File: config.mk
export PLATFORM = sky130hd
export DESIGN_NAME = branch_history_table_flat
export DESIGN_NICKNAME = d
export VERILOG_FILES = /design/src/rtl/bp_pkg.sv /design/src/rtl/branch_history_table_if.sv /design/src/rtl/sat_counter2.sv /design/src/rtl/branch_history_table.sv /design/src/flat_wrapper.sv
export SDC_FILE = /design/constraint.sdc
export NUM_CORES = 1
export LEC_CHECK = 0
export BUFFER_PORTS_ARGS = -buffer_cell sky130_fd_sc_hd__buf_2
export CORE_MARGIN = 5
export CORE_UTILIZATION = 60
export CTS_CLUSTER_DIAMETER = 60
export DETAILED_ROUTE_END_ITERATION = 8
export PLACE_DENSITY_LB_ADDON = 0.25
export SETUP_SLACK_MARGIN = 0.3
export SLEW_MARGIN = 20
export SYNTH_ARGS = -nofsm -noshare
export SYNTH_HDL_FRONTEND = slang
export SYNTH_SLANG_ARGS = --single-unit
File: constraint.sdc
create_clock -name clk -period 3.3 [get_ports clk]
set_input_delay 0.165 -clock clk [delete_from_list [all_inputs] [get_ports clk]]
set_output_delay 0.165 -clock clk [all_outputs]
set_load 0.02 [all_outputs]
File: src/rtl/bp_pkg.sv
// Shared types and constants for the branch history table.
//   ctrState_t      : 2-bit saturating counter state (SNT/WNT/WT/ST)
//   DEFAULT_ENTRIES : default number of table entries
package bp_pkg;

    localparam int unsigned PC_W            = 32;
    localparam int unsigned CTR_W           = 2;
    localparam int unsigned DEFAULT_ENTRIES = 64;

    typedef enum logic [CTR_W-1:0] {
        SNT = 2'b00,
        WNT = 2'b01,
        WT  = 2'b10,
        ST  = 2'b11
    } ctrState_t;

endpackage

File: src/rtl/branch_history_table_if.sv
// Pipeline-side signals of the branch history table.
//   master : pipeline (drives lookup PC, stall/flush, branch resolution; reads BPD)
//   slave  : the table itself
interface branch_history_table_if;
    import bp_pkg::*;

    logic [PC_W-1:0] PCF;
    logic            StallD;
    logic            FlushD;
    logic            BranchB;
    logic [PC_W-1:0] PCB;
    logic            TakenB;
    logic            BPD;

    modport master (
        output PCF, StallD, FlushD, BranchB, PCB, TakenB,
        input  BPD
    );

    modport slave (
        input  PCF, StallD, FlushD, BranchB, PCB, TakenB,
        output BPD
    );
endinterface

File: src/rtl/sat_counter2.sv
// Next-state function of a 2-bit saturating branch counter.
//   state       : current counter state
//   taken       : resolved branch outcome (1 = taken)
//   nextState_c : combinational next state, saturating at SNT and ST
module sat_counter2
    import bp_pkg::*;
(
    input  ctrState_t state,
    input  logic      taken,
    output ctrState_t nextState_c
);

    // Step one state toward the outcome, clamping at both ends.
    always_comb begin
        nextState_c = state;
        case (state)
            SNT:     nextState_c = taken ? WNT : SNT;
            WNT:     nextState_c = taken ? WT  : SNT;
            WT:      nextState_c = taken ? ST  : WNT;
            ST:      nextState_c = taken ? ST  : WT;
            default: nextState_c = state;
        endcase
    end

endmodule

File: src/rtl/branch_history_table.sv
// Bimodal branch predictor: ENTRIES 2-bit counters indexed by PC[IDXW+1:2].
//   clk   : clock, all state changes on the rising edge
//   reset : asynchronous active-low reset (counters -> WNT, BPD -> 0)
//   bus   : slave side of branch_history_table_if
//           (PCF lookup, StallD/FlushD for BPD, BranchB/PCB/TakenB training, BPD out)
module branch_history_table
    import bp_pkg::*;
#(
    parameter int unsigned ENTRIES = DEFAULT_ENTRIES,
    parameter int unsigned IDXW    = $clog2(ENTRIES)
) (
    input  logic                   clk,
    input  logic                   reset,
    branch_history_table_if.slave  bus
);

    ctrState_t       ctrTable [ENTRIES];
    logic [IDXW-1:0] iF;
    logic [IDXW-1:0] iB;
    ctrState_t       curB;
    ctrState_t       nextB_c;
    logic            predF_c;
    logic            bpdQ;
    logic            unusedPcBits;

    assign iF   = bus.PCF[IDXW+1:2];
    assign iB   = bus.PCB[IDXW+1:2];
    assign curB = ctrTable[iB];

    // Byte offset and upper PC bits do not take part in indexing; aliasing is intended.
    assign unusedPcBits = ^{bus.PCF[PC_W-1:IDXW+2], bus.PCF[1:0],
                            bus.PCB[PC_W-1:IDXW+2], bus.PCB[1:0]};

    sat_counter2 uSatCounter (
        .state       (curB),
        .taken       (bus.TakenB),
        .nextState_c (nextB_c)
    );

    // Write-first bypass: a lookup hitting the entry being trained sees the new value.
    assign predF_c = (bus.BranchB && (iB == iF)) ? nextB_c[1] : ctrTable[iF][1];

    // Counter storage; training is independent of decode stall/flush.
    always_ff @(posedge clk or negedge reset) begin
        if (!reset) begin
            for (int unsigned i = 0; i < ENTRIES; i++) begin
                ctrTable[i] <= WNT;
            end
        end else if (bus.BranchB) begin
            ctrTable[iB] <= nextB_c;
        end
    end

    // Decode-stage prediction register; flush wins over stall.
    always_ff @(posedge clk or negedge reset) begin
        if (!reset) begin
            bpdQ <= 1'b0;
        end else if (bus.FlushD) begin
            bpdQ <= 1'b0;
        end else if (!bus.StallD) begin
            bpdQ <= predF_c;
        end
    end

    assign bus.BPD = bpdQ;

endmodule

File: src/flat_wrapper.sv
// flat-port wrapper written by rule: the top's interface ports become plain ports
module branch_history_table_flat import bp_pkg::*;
#(
    parameter int unsigned ENTRIES = DEFAULT_ENTRIES,
    parameter int unsigned IDXW    = $clog2(ENTRIES)
)
  (clk, reset, bus_PCF, bus_StallD, bus_FlushD, bus_BranchB, bus_PCB, bus_TakenB, bus_BPD);
  branch_history_table_if bus_i ();
  input  logic clk;
  input  logic reset;
  input wire logic [$bits(bus_i.PCF)-1:0] bus_PCF;
  input wire logic [$bits(bus_i.StallD)-1:0] bus_StallD;
  input wire logic [$bits(bus_i.FlushD)-1:0] bus_FlushD;
  input wire logic [$bits(bus_i.BranchB)-1:0] bus_BranchB;
  input wire logic [$bits(bus_i.PCB)-1:0] bus_PCB;
  input wire logic [$bits(bus_i.TakenB)-1:0] bus_TakenB;
  output wire logic [$bits(bus_i.BPD)-1:0] bus_BPD;
  assign bus_i.PCF = bus_PCF;
  assign bus_i.StallD = bus_StallD;
  assign bus_i.FlushD = bus_FlushD;
  assign bus_i.BranchB = bus_BranchB;
  assign bus_i.PCB = bus_PCB;
  assign bus_i.TakenB = bus_TakenB;
  assign bus_BPD = bus_i.BPD;
  branch_history_table #(.ENTRIES(ENTRIES), .IDXW(IDXW)) u_core (.clk(clk), .reset(reset), .bus(bus_i));
endmodule
==> impl_results.md <==
- Syn_area_per_cell: about 12 um2
- Commonest non-fill, non-tap cell in the layout: mux2_2
- Sequential-to-total area share from yosys stat: a little under half
- Max Buffers Root-to-Sink: 2
- Worst setup EP type: flip-flop
- Startpoint Class: flip-flop
- Layout cell share with drive strength beyond 1: 50.2%
- Syn. warnings: 0
- Leakage: 3.41 nW
- Crit path max-delay family: multiplexers
- PostCTS Resize Cnt: 0
- RePlAce Congestion: between 0.8 and 0.9
- Setup Crit Path Kind: reg2reg
- Grt ovf: 0
- Final-report max-slew violation count: 0
- CP peak stage delay: 0.50 ns
- Worst EP required: around 3.6 ns
- Worst r2r path cells: 8
- #FFs+latches synth: 129
- Worst-path clk slew: approximately 0.060 ns
- Max Freq: 0.364 GHz
- CTS hold repair buffers: 1
- Largest net degree at the start of global routing: 68
- Via-to-Cell Ratio: roughly 6.6
- Core footprint: 11600 um2
- Most frequent cells in the layout: 133 x mux2_2, 65 x dfrtp_1, 64 x dfstp_2
- Skew-Pair Late Insertion Delay: about 0.44 ns
- Status: completed
- RSZ-0062 raised after global routing: no
- Worst-Margin Slew: roughly 0.85 ns
- Die X: 119 um
- Num CTS Buffers: 17
- Top_reg_cell synth: dfrtp_1
- GR Util All Layers: 26.3%
- WL per Instance: between 20 and 25 um
- Post-synth ARST share: 100%
- Hold Path Depth: 3
- Post-layout util: between 60 and 70%
- Vias: around 5000
- Starting density of the core: between 60% and 70%
- Die H: between 100 and 150 um
- EDFF count, synth: 0
- Ports: 71
- Vias in the first global route: ~5100
- Arrival time at the worst endpoint: 3.07 ns
- Ranking of synthesized cells by area: dfstp_2 24%, dfrtp_1 23%, mux2_2 21%
- DIE AREA: approximately 14000 um2
- Bufs and invs on worst path: 1
- Clk root buf: clkbuf_16
- Clock skew: around 0.015 ns
- Syn nets: between 600 and 700
- Remaining DRCs: 0
- Synth Instances: 576
- CP Cell Sequence: mux4_2 -> a22oi_1 -> a21oi_1 -> nor3_2 -> nand3_1 -> maj3_2 -> buf_12 -> mux2_2
- WL final: between 15000 and 20000 um
- Hpwl dp: 11800 um
- First-pass GRT wire length: 28400 um
- Final TNS setup: 0 ns
- Row count: 39
- Final nets: ~670
- HP Class: in2reg
- Period Utilization, post-route: a little over four fifths
- Post-CTS Setup Bufs: 0
- Crit-path max FO: 64
- Yosys top cell area share: a little under a quarter
- Buffers on Ports: 18
- Final Hold Viols: 0
- Max_cap viols: 0
- Critical path depth: 8
- Placement Cell Area: 7370 um2
- Clk sinks: 129
- Post-route minimum period: 2.75 ns
- CTS H-tree depth: 4
- Slowest-stage cell, CP: mux4_2
- Diode count: 0
- Final instance area: 7970 um2
- ANT nets after route: 0
- Layout fillers: around 800
- R2R Setup Slk: around 0.55 ns
- Number of DRC markers in iteration 0: roughly 530
- Yosys top cell by area: dfstp_2
- Slew HR: 43.0%
- Yosys cell types: 49
- CTS tree: yes
- VDD IR max: ~360 uV
- Initial antenna violation count: 0
- Power Total: 4.66 mW
- Detailed Routing Iterations Pass 1: 5
- Final-report setup violation count: 0
- Synthesized area: 7150 um2
- Synth-to-layout area growth: 11.5%
- PD cells: between 500 and 600 nW/um2
per-layer routing:
metal	share of wire, %	vias to the layer above	routed length (um)	global-route usage (%)
met1	42	2535	7500	35.5
met2	48	250	8550	40.4
met5	0	-	0	0
li1	-	2173	-	-
met4	2.3	0	413	9.34
met3	8.2	38	1480	8.29
sequential cells by signal, summed over array words and instances, names as in the netlist:
register / count
u_core.ctrTable: 128
u_core.bus.BPD: 1
stage by stage:
step	worst slack (ns)	hold slack (ns)	instances
4_1_cts	0.618	0.0164	753
3_5_place_dp	0.290	0.319	721
5_1_grt	0.524	0.0432	753
6_report	0.551	0.0251	753
3_3_place_gp	0.362	0.305	721
2_1_floorplan	0.911	-0.131	576
final cells by class:
class	count	area, um2	share of cell area [%]
inverter	12	45.0	0.565
clock buffer	22	494	6.20
sequential	129	3310	41.5
tap	143	179	2.24
timing repair buffer	44	315	3.95
clock inverter	9	104	1.30
multi-input combinational	394	3530	44.2
synthesized netlist by cell type, types with 7 or more instances:
library cell / count
mux2i_1: 24
nor2_1: 42
o22ai_1: 9
clkbuf_1: 10
mux4_2: 28
o32ai_1: 8
a21oi_1: 7
mux2_2: 133
inv_1: 12
buf_2: 11
dfrtp_1: 65
dfstp_2: 64
buf_6: 14
nand2_1: 58
cells by family (layout without fill, tap and decap cells):
logic type      count (synthesis)  in the layout  share of synthesized area (%)
compound gates                 55             55                           5.58
xor+xnor                        6              6                          0.735
fa+ha+maj                       2              2                          0.315
buf+inv                        53             87                           4.44
flops                         129            129                           46.2
mux                           186            186                           33.3
simple gates                  145            145                           9.43
worst reg2reg max path, stage by stage (launching register included):
cell	delay, ns
dfrtp_1	0.39
mux4_2	0.50
a22oi_1	0.28
a21oi_1	0.14
nor3_2	0.23
nand3_1	0.17
maj3_2	0.37
buf_12	0.20
mux2_2	0.35
where the power goes:
group / switching (mW) / leakage, nW / total [mW] / internal (mW)
Sequential: 0.138 / 1.56 / 2.05 / 1.91
Combinational: 0.364 / 1.56 / 0.726 / 0.361
Clock: 0.686 / 0.294 / 1.89 / 1.20
path summary, 6_finish.rpt:
check / startpoint / to
worst max-delay path: u_core.ctrTable[83] / u_core.ctrTable[33]
worst min-delay path: bus_FlushD / u_core.bus.BPD
max in group asynchronous: reset / u_core.ctrTable[98]
worst max register to register: u_core.ctrTable[83] / u_core.ctrTable[33]
min in group asynchronous: reset / u_core.ctrTable[49]
worst min register to register: u_core.ctrTable[91] / u_core.ctrTable[91]
Note: power is estimated with default switching activity, not from simulation.
